<file path="src/rtl/grant_bus_xfer.sv">
// Grant-driven burst mover: forwards the granted agent's beats onto a shared
// valid/ready target bus, counting burst length and reporting done/abort.
module grant_bus_xfer #(
    parameter int DATA_W  = 32,
    parameter int LEN_W   = 4,
    parameter int TIMEOUT = 64
) (
    input  logic              clock,
    input  logic              reset_n,
    input  logic              gnt_0,
    input  logic              gnt_1,
    input  logic              gnt_2,
    input  logic              gnt_3,
    input  logic              agent_valid_0,
    input  logic              agent_valid_1,
    input  logic              agent_valid_2,
    input  logic              agent_valid_3,
    input  logic [DATA_W-1:0] agent_data_0,
    input  logic [DATA_W-1:0] agent_data_1,
    input  logic [DATA_W-1:0] agent_data_2,
    input  logic [DATA_W-1:0] agent_data_3,
    input  logic [LEN_W-1:0]  agent_len_0,
    input  logic [LEN_W-1:0]  agent_len_1,
    input  logic [LEN_W-1:0]  agent_len_2,
    input  logic [LEN_W-1:0]  agent_len_3,
    output logic              agent_ready_0,
    output logic              agent_ready_1,
    output logic              agent_ready_2,
    output logic              agent_ready_3,
    output logic              done_0,
    output logic              done_1,
    output logic              done_2,
    output logic              done_3,
    output logic              abort_0,
    output logic              abort_1,
    output logic              abort_2,
    output logic              abort_3,
    output logic              bus_valid,
    output logic [DATA_W-1:0] bus_data,
    output logic [1:0]        bus_src,
    output logic              bus_last,
    input  logic              bus_ready,
    output logic              busy,
    output logic              err_multi_gnt
);
    localparam int TMO_W = $clog2(TIMEOUT);

    typedef enum logic [1:0] {IDLE, XFER, FIN, RELEASE} state_t;

    state_t             state, state_nx;
    logic [1:0]         src, src_nx;
    logic [LEN_W-1:0]   cnt, cnt_nx;
    logic [TMO_W-1:0]   tmo, tmo_nx;
    logic [3:0]         done_r, done_nx, abort_r, abort_nx;
    logic               err_r, err_nx;

    logic [3:0]         gnt_v, valid_v, ready_v;
    logic [DATA_W-1:0]  data_v [4];
    logic [LEN_W-1:0]   len_v [4];
    logic [2:0]         n_gnt;
    logic [1:0]         first_gnt;
    logic               in_xfer, beat;

    assign gnt_v   = {gnt_3, gnt_2, gnt_1, gnt_0};
    assign valid_v = {agent_valid_3, agent_valid_2, agent_valid_1, agent_valid_0};
    assign data_v[0] = agent_data_0;
    assign data_v[1] = agent_data_1;
    assign data_v[2] = agent_data_2;
    assign data_v[3] = agent_data_3;
    assign len_v[0]  = agent_len_0;
    assign len_v[1]  = agent_len_1;
    assign len_v[2]  = agent_len_2;
    assign len_v[3]  = agent_len_3;

    always_comb begin
        first_gnt = 2'd0;
        for (int i = 3; i >= 0; i--) begin
            if (gnt_v[i]) first_gnt = 2'(i);
        end
        n_gnt = 3'(gnt_v[0]) + 3'(gnt_v[1]) + 3'(gnt_v[2]) + 3'(gnt_v[3]);
    end

    // Bus path is combinational and gated by state so reset silences it at once.
    assign in_xfer   = (state == XFER);
    assign bus_valid = in_xfer & valid_v[src];
    assign bus_data  = data_v[src];
    assign bus_src   = src;
    assign bus_last  = in_xfer & (cnt == '0);
    assign beat      = bus_valid & bus_ready;
    assign ready_v   = in_xfer ? ((4'b0001 << src) & {4{bus_ready}}) : 4'b0000;

    assign agent_ready_0 = ready_v[0];
    assign agent_ready_1 = ready_v[1];
    assign agent_ready_2 = ready_v[2];
    assign agent_ready_3 = ready_v[3];
    assign {done_3, done_2, done_1, done_0}     = done_r;
    assign {abort_3, abort_2, abort_1, abort_0} = abort_r;
    assign err_multi_gnt = err_r;
    assign busy          = (state != IDLE);

    always_comb begin
        state_nx = state;
        src_nx   = src;
        cnt_nx   = cnt;
        tmo_nx   = tmo;
        done_nx  = 4'b0000;
        abort_nx = 4'b0000;
        err_nx   = 1'b0;
        case (state)
            IDLE: begin
                if (n_gnt == 3'd1) begin
                    src_nx   = first_gnt;
                    cnt_nx   = len_v[first_gnt];
                    tmo_nx   = '0;
                    state_nx = XFER;
                end else if (n_gnt > 3'd1) begin
                    err_nx = 1'b1;
                end
            end
            XFER: begin
                // Grant loss wins over a beat landing in the same cycle.
                if (!gnt_v[src]) begin
                    abort_nx[src] = 1'b1;
                    state_nx      = RELEASE;
                end else if (beat) begin
                    tmo_nx = '0;
                    if (cnt == '0) begin
                        done_nx[src] = 1'b1;
                        state_nx     = FIN;
                    end else begin
                        cnt_nx = cnt - LEN_W'(1);
                    end
                end else if (tmo == TMO_W'(TIMEOUT - 1)) begin
                    abort_nx[src] = 1'b1;
                    state_nx      = RELEASE;
                end else begin
                    tmo_nx = tmo + TMO_W'(1);
                end
            end
            FIN: state_nx = RELEASE;
            RELEASE: begin
                if (gnt_v == 4'b0000) state_nx = IDLE;
            end
            default: state_nx = IDLE;
        endcase
    end

    always_ff @(posedge clock or negedge reset_n) begin
        if (!reset_n) begin
            state   <= IDLE;
            src     <= 2'd0;
            cnt     <= '0;
            tmo     <= '0;
            done_r  <= 4'b0000;
            abort_r <= 4'b0000;
            err_r   <= 1'b0;
        end else begin
            state   <= state_nx;
            src     <= src_nx;
            cnt     <= cnt_nx;
            tmo     <= tmo_nx;
            done_r  <= done_nx;
            abort_r <= abort_nx;
            err_r   <= err_nx;
        end
    end
endmodule

</file>
<file path="config.mk">
export PLATFORM = sky130hd
export DESIGN_NAME = grant_bus_xfer
export DESIGN_NICKNAME = d
export VERILOG_FILES = /design/src/rtl/grant_bus_xfer.sv
export SDC_FILE = /design/constraint.sdc
export NUM_CORES = 1
export LEC_CHECK = 0
export CORE_ASPECT_RATIO = 1.4
export CORE_MARGIN = 1.5
export CORE_UTILIZATION = 32
export DETAILED_ROUTE_END_ITERATION = 12
export GPL_ROUTABILITY_DRIVEN = 0
export PLACE_DENSITY_LB_ADDON = 0.25
export RECOVER_POWER = 100
export SYNTH_ARGS = -nofsm -noshare
export SYNTH_HDL_FRONTEND = slang
export SYNTH_SLANG_ARGS = --single-unit
</file>
<file path="constraint.sdc">
create_clock -name clock -period 3.16 [get_ports clock]
set_clock_uncertainty 0.2 [all_clocks]
set_input_delay 0.948 -clock clock [delete_from_list [all_inputs] [get_ports clock]]
set_output_delay 0.948 -clock clock [all_outputs]
set_load 0.02 [all_outputs]
</file>
* After elaboration in Yosys (flattened, before gate mapping)
Cells that the tools add are included.
** Word-level totals
- Flip-flop bits (word level) :: 23
- Output and inout port bits :: 50
- Input bits :: 155
- Word-level logic and storage cells :: 92
** Cells by class
- Equality and inequality tests :: 13
- $lt $le $gt $ge :: 5
- Shifts and indexed selects :: 1
- Multiplexer cells :: 45
- Add/sub/neg operators :: 5
- Reductions and logical operators :: 10
- Bitwise operators :: 6
** Operator list (number)
- $bmux 32 s2 :: 1
- $mux 32 :: 2
- $mux 4 :: 15
- $mux 6 :: 4
- $mux 2 :: 10
- $pmux 6 s2 :: 1
- $bmux 4 s2 :: 1
- $logic_not 4->1 :: 2
- $pmux 2 s4 :: 1
- $pmux 4 s2 :: 1
- $reduce_and 4->1 :: 2
- $add 6x1->6 const B :: 1
- $eq 6x6->1 const B :: 1
- $ge 3x3->1 const B :: 2
- $mux 1 :: 6
- $ne 2x2->1 const B :: 3
- $not 2->3 :: 2
- $reduce_and 5->1 :: 1
- $and 4x4->4 :: 1
- $bmux 1 s2 :: 2
- $eq 2x2->1 const B :: 2
- $ne 2x1->1 const B :: 2
- $ne 4x3->1 const B :: 1
- $ne 4x4->1 const B :: 1
- 17 further kinds :: 20

* Logic depth before layout (Yosys ltp)
- Depth in word-level cells :: 10
- Depth in mapped cells :: 8
- Gate-level depth less buffers :: 8

* Worst setup path after synthesis
OpenSTA, ideal clock, no wires.
- Path kind :: input port to flip-flop
- From :: in gnt_0
- To :: reg cnt[0]
- Setup time :: 125 ps
- Data required time :: 2835 ps
- Stages :: 7
- Arrival time :: 2805 ps
- Slack :: 30 ps
- Path through :: fa_1 ha_1 ha_1 and4bb_2 a31oi_2 a21oi_2 mux2_4
** Between the ends
- Longest elaborated chain between the ends :: 7
- Elaborated cells between the ends (all ways) :: 16
** RTL lines
- start, declared :: RTL line 10 : input logic gnt_0,
- parallel branches: the longest is 7 deep, another holds $add 2x1->3
- end signal, assigned :: RTL line 160 : cnt <= cnt_nx;
- end, declared :: RTL line 52 : logic [LEN_W-1:0] cnt, cnt_nx;
Several ways; the timed one is not identified. The select of a mux whose other input is x is not followed.
A chain may end at the register's enable or synchronous reset.

* Final worst setup path
- From :: in agent_data_2[3]
- To :: out bus_data[3]
** Between the ends
- Longest elaborated chain between the ends :: 3
** RTL lines
- start, declared :: RTL line 20 : input logic [DATA_W-1:0] agent_data_2,
- $bmux 32 s2 :: RTL line 86 : assign bus_data = data_v[src];
- $mux 32 (implied by the code) (2 in a row) :: RTL line 86
- end, declared :: RTL line 39 : output logic [DATA_W-1:0] bus_data,
Every way passes these cells. The select of a mux whose other input is x is not followed.

==> metrics <==
setup slack after layout -0.00460 ns; Tmin final roughly 3.2 ns; commonest cells in the netlist mux4_2, nor2_1, dfrtp_1, nand2_1, inv_1; synthesized area per cell around 11 um^2; Sink Count 23; CTS HTree Levels 1; Area after DPL 4610 um^2; Critical Path RT between 2 and 2.5 ns; sequential share of power 0.152; gr usage total 0.284; DIE WIDTH 74.8 um; Top delay family on crit path buffers and inverters; post-route ant nets 0; crit start category input port; pin count of the biggest net entering global routing 37; Yosys top cell by area mux4_2; Ys Warns 0; Worst Path Max Fanout 1; Peak supply drop approximately 330 uV; top post-synthesis cells by area mux4_2, dfrtp_1, ha_1; CTS max path bufs 2; total grt overflow 0; post-DP HPWL 9420 um; placed insts between 500 and 600; vias in the first global route around 2,900; Synth cell types 46; final setup fails 1; Die H 104 um; share of the synthesized area in the top cell type 0.331; clk slew on worst S/H paths ~0.09 ns; clock buffer count from CTS 3; Net Sw Frac 0.445; FF+latch count, synth 23; CTS tree yes; arrival time at the worst endpoint 2.02 ns; WL/cell ~21 um; Most used DFF post-synth dfrtp_1; sequential share of the synthesized area 0.249; status finished with violations; failing checks negative setup slack; TritonRoute pass-1 iters 4; Clock Tree Root clkbuf_8; Detailed Route WL 11,200 um; Clk pwr share 0.064; IO Pins 205; EDFF count, synth 0; first-pass GRT wire length between 15,000 and 20,000 um; max cap viols 0; Hold Crit Class reg -> reg; final hold violations 0; Non-Filler Instances ~530; f_max between 0.3 and 0.4 GHz; Slowest Stage Delay on Critical Path 0.50 ns; Placeable Area around 7000 um^2; synthesized instance count between 200 and 250; initial antenna violation count 7; Final #Nets about 600; Place WS -0.583 ns; worst path bufs/invs 2; Net Count, Synth between 300 and 400; via/cell ratio roughly 5.3; Post-synth ARST share 1.00; Finished Cell Area 4690 um^2; synth-to-layout area growth 103%; cell area after synthesis ~2300 um^2; sw power between 1 and 1.5 mW; Leak around 2.1 nW; Iteration-0 DRC Markers 89; initial core utilization 0.331; Core Rows 36; slowest CP cell mux4_2; Die Footprint between 7000 and 8000 um^2; cell with the most instances after synthesis mux4_2; Worst-Skew Late Latency between 0.2 and 0.3 ns; final period utilization 1.00; normalized max-slew margin 0.135; cell area power density approximately 630 nW/um^2; Combinational Power Share 0.784; Slew @ Worst Pin about 1.3 ns; critical path cell sequence clkdlybuf4s50_1 > mux4_2 > buf_6; internal power around 1.6 mW; DRC viols 0; via count 2,804; Port Buffers between 200 and 250; Critical Path End Type output port; layout cells sized above 1 0.266; worst setup path category in -> out; Slew Limit Fails 0
flip-flops by register name, indices dropped and copies added, names as in the netlist:
| signal | cells |
|---|---|
| tmo | 6 |
| abort_r | 4 |
| bus_src | 2 |
| err_multi_gnt | 1 |
| cnt | 4 |
| done_r | 4 |
| state | 2 |
repair_timing:
item	CTS	global route
setup buffers	0	1
hold buffers	0	0
endpoints found under the setup margin	49	30
resized for setup	224	35
pin swaps	4	1
power by group through the flow:
stage | combinational [mW] | sequential [mW] | clock (mW)
5_1_grt | 2.45 | 0.463 | 0.203
2_1_floorplan | 1.26 | 0.446 | 0
4_1_cts | 2.28 | 0.448 | 0.196
3_3_place_gp | 2.27 | 0.450 | 0
6_report | 2.31 | 0.448 | 0.189
3_5_place_dp | 2.29 | 0.454 | 0
metal layers:
metal,track usage,part of all wire,vias up,wire length (um)
met2,0.460,0.47,176,5310
met3,0.136,0.16,26,1830
li1,-,-,1246,-
met4,0.0649,0.021,8,232
met5,0,0.0038,-,42
met1,0.335,0.34,1348,3770
layout by cell type (no fill, tap or decap), drive strengths merged, types with 3 or more instances in the layout:
master           n
dlygate4sd2     28
dlymetal6s2s    17
mux2i            3
dfrtp           23
o21ai            7
dlygate4sd3     12
clkdlybuf4s50  108
a21oi            7
nand3            6
clkdlybuf4s15    3
and3             3
a22o             4
xnor2            3
nand2           15
buf             54
nor2b            5
inv             13
clkbuf           7
ha              10
nor3             5
nor2            25
nand2b           5
mux4            34
layout make-up:
cell class	count	area (um^2)
fillers	572	2290
inverters	13	48.8
clock inverters	1	5.00
diodes	2	5.00
multi-input cells	162	1680
clock buffers	3	41.3
well taps	95	119
flip-flops and latches	23	577
repair buffers	226	2220
cells by family after synthesis:
family / count (synthesis) / synth area share
compound gates: 36 / 0.114
xor+xnor: 3 / 0.0114
fa+ha+maj: 11 / 0.0628
buf+inv: 26 / 0.0476
flops: 23 / 0.249
mux: 39 / 0.357
simple gates: 73 / 0.159
worst register-to-register path: cells and delay by family (launching register included):
kind	cells	cell delay (ns)
buffers and inverters	1	0.16
DFF	1	0.56
muxes	2	0.87
and+or+nand+nor	3	0.39
final timing paths:
check,startpoint,endpoint,slack [ns],depth (start not counted)
worst max-delay path,agent_data_2[3],bus_data[3],-0.005,3
worst min-delay path,tmo[0]$_DFFE_PN0P_,tmo[0]$_DFFE_PN0P_,0.35,1
worst max register to register,bus_src[0]$_DFFE_PN0P_,state[1]$_DFFE_PN0P_,0.87,6
worst min register to register,tmo[0]$_DFFE_PN0P_,tmo[0]$_DFFE_PN0P_,0.35,1
max in group asynchronous,reset_n,bus_src[0]$_DFFE_PN0P_,0.63,2
min in group asynchronous,reset_n,cnt[1]$_DFFE_PN0P_,1.28,2
through the flow:
step | utilization | hold WS [ns] | setup TNS (ns) | power [mW]
finish | 0.672 | 0.345 | -0.00460 | 2.95
global route | 0.672 | 0.383 | -0.00410 | 3.11
CTS | 0.662 | 0.342 | 0 | 2.93
detailed placement | 0.660 | 0.326 | -20.90 | 2.74
global placement | 0.660 | 0.324 | -19.75 | 2.72
floorplan | - | 0.293 | 0 | 1.71
(Power assumes the default switching activity.)
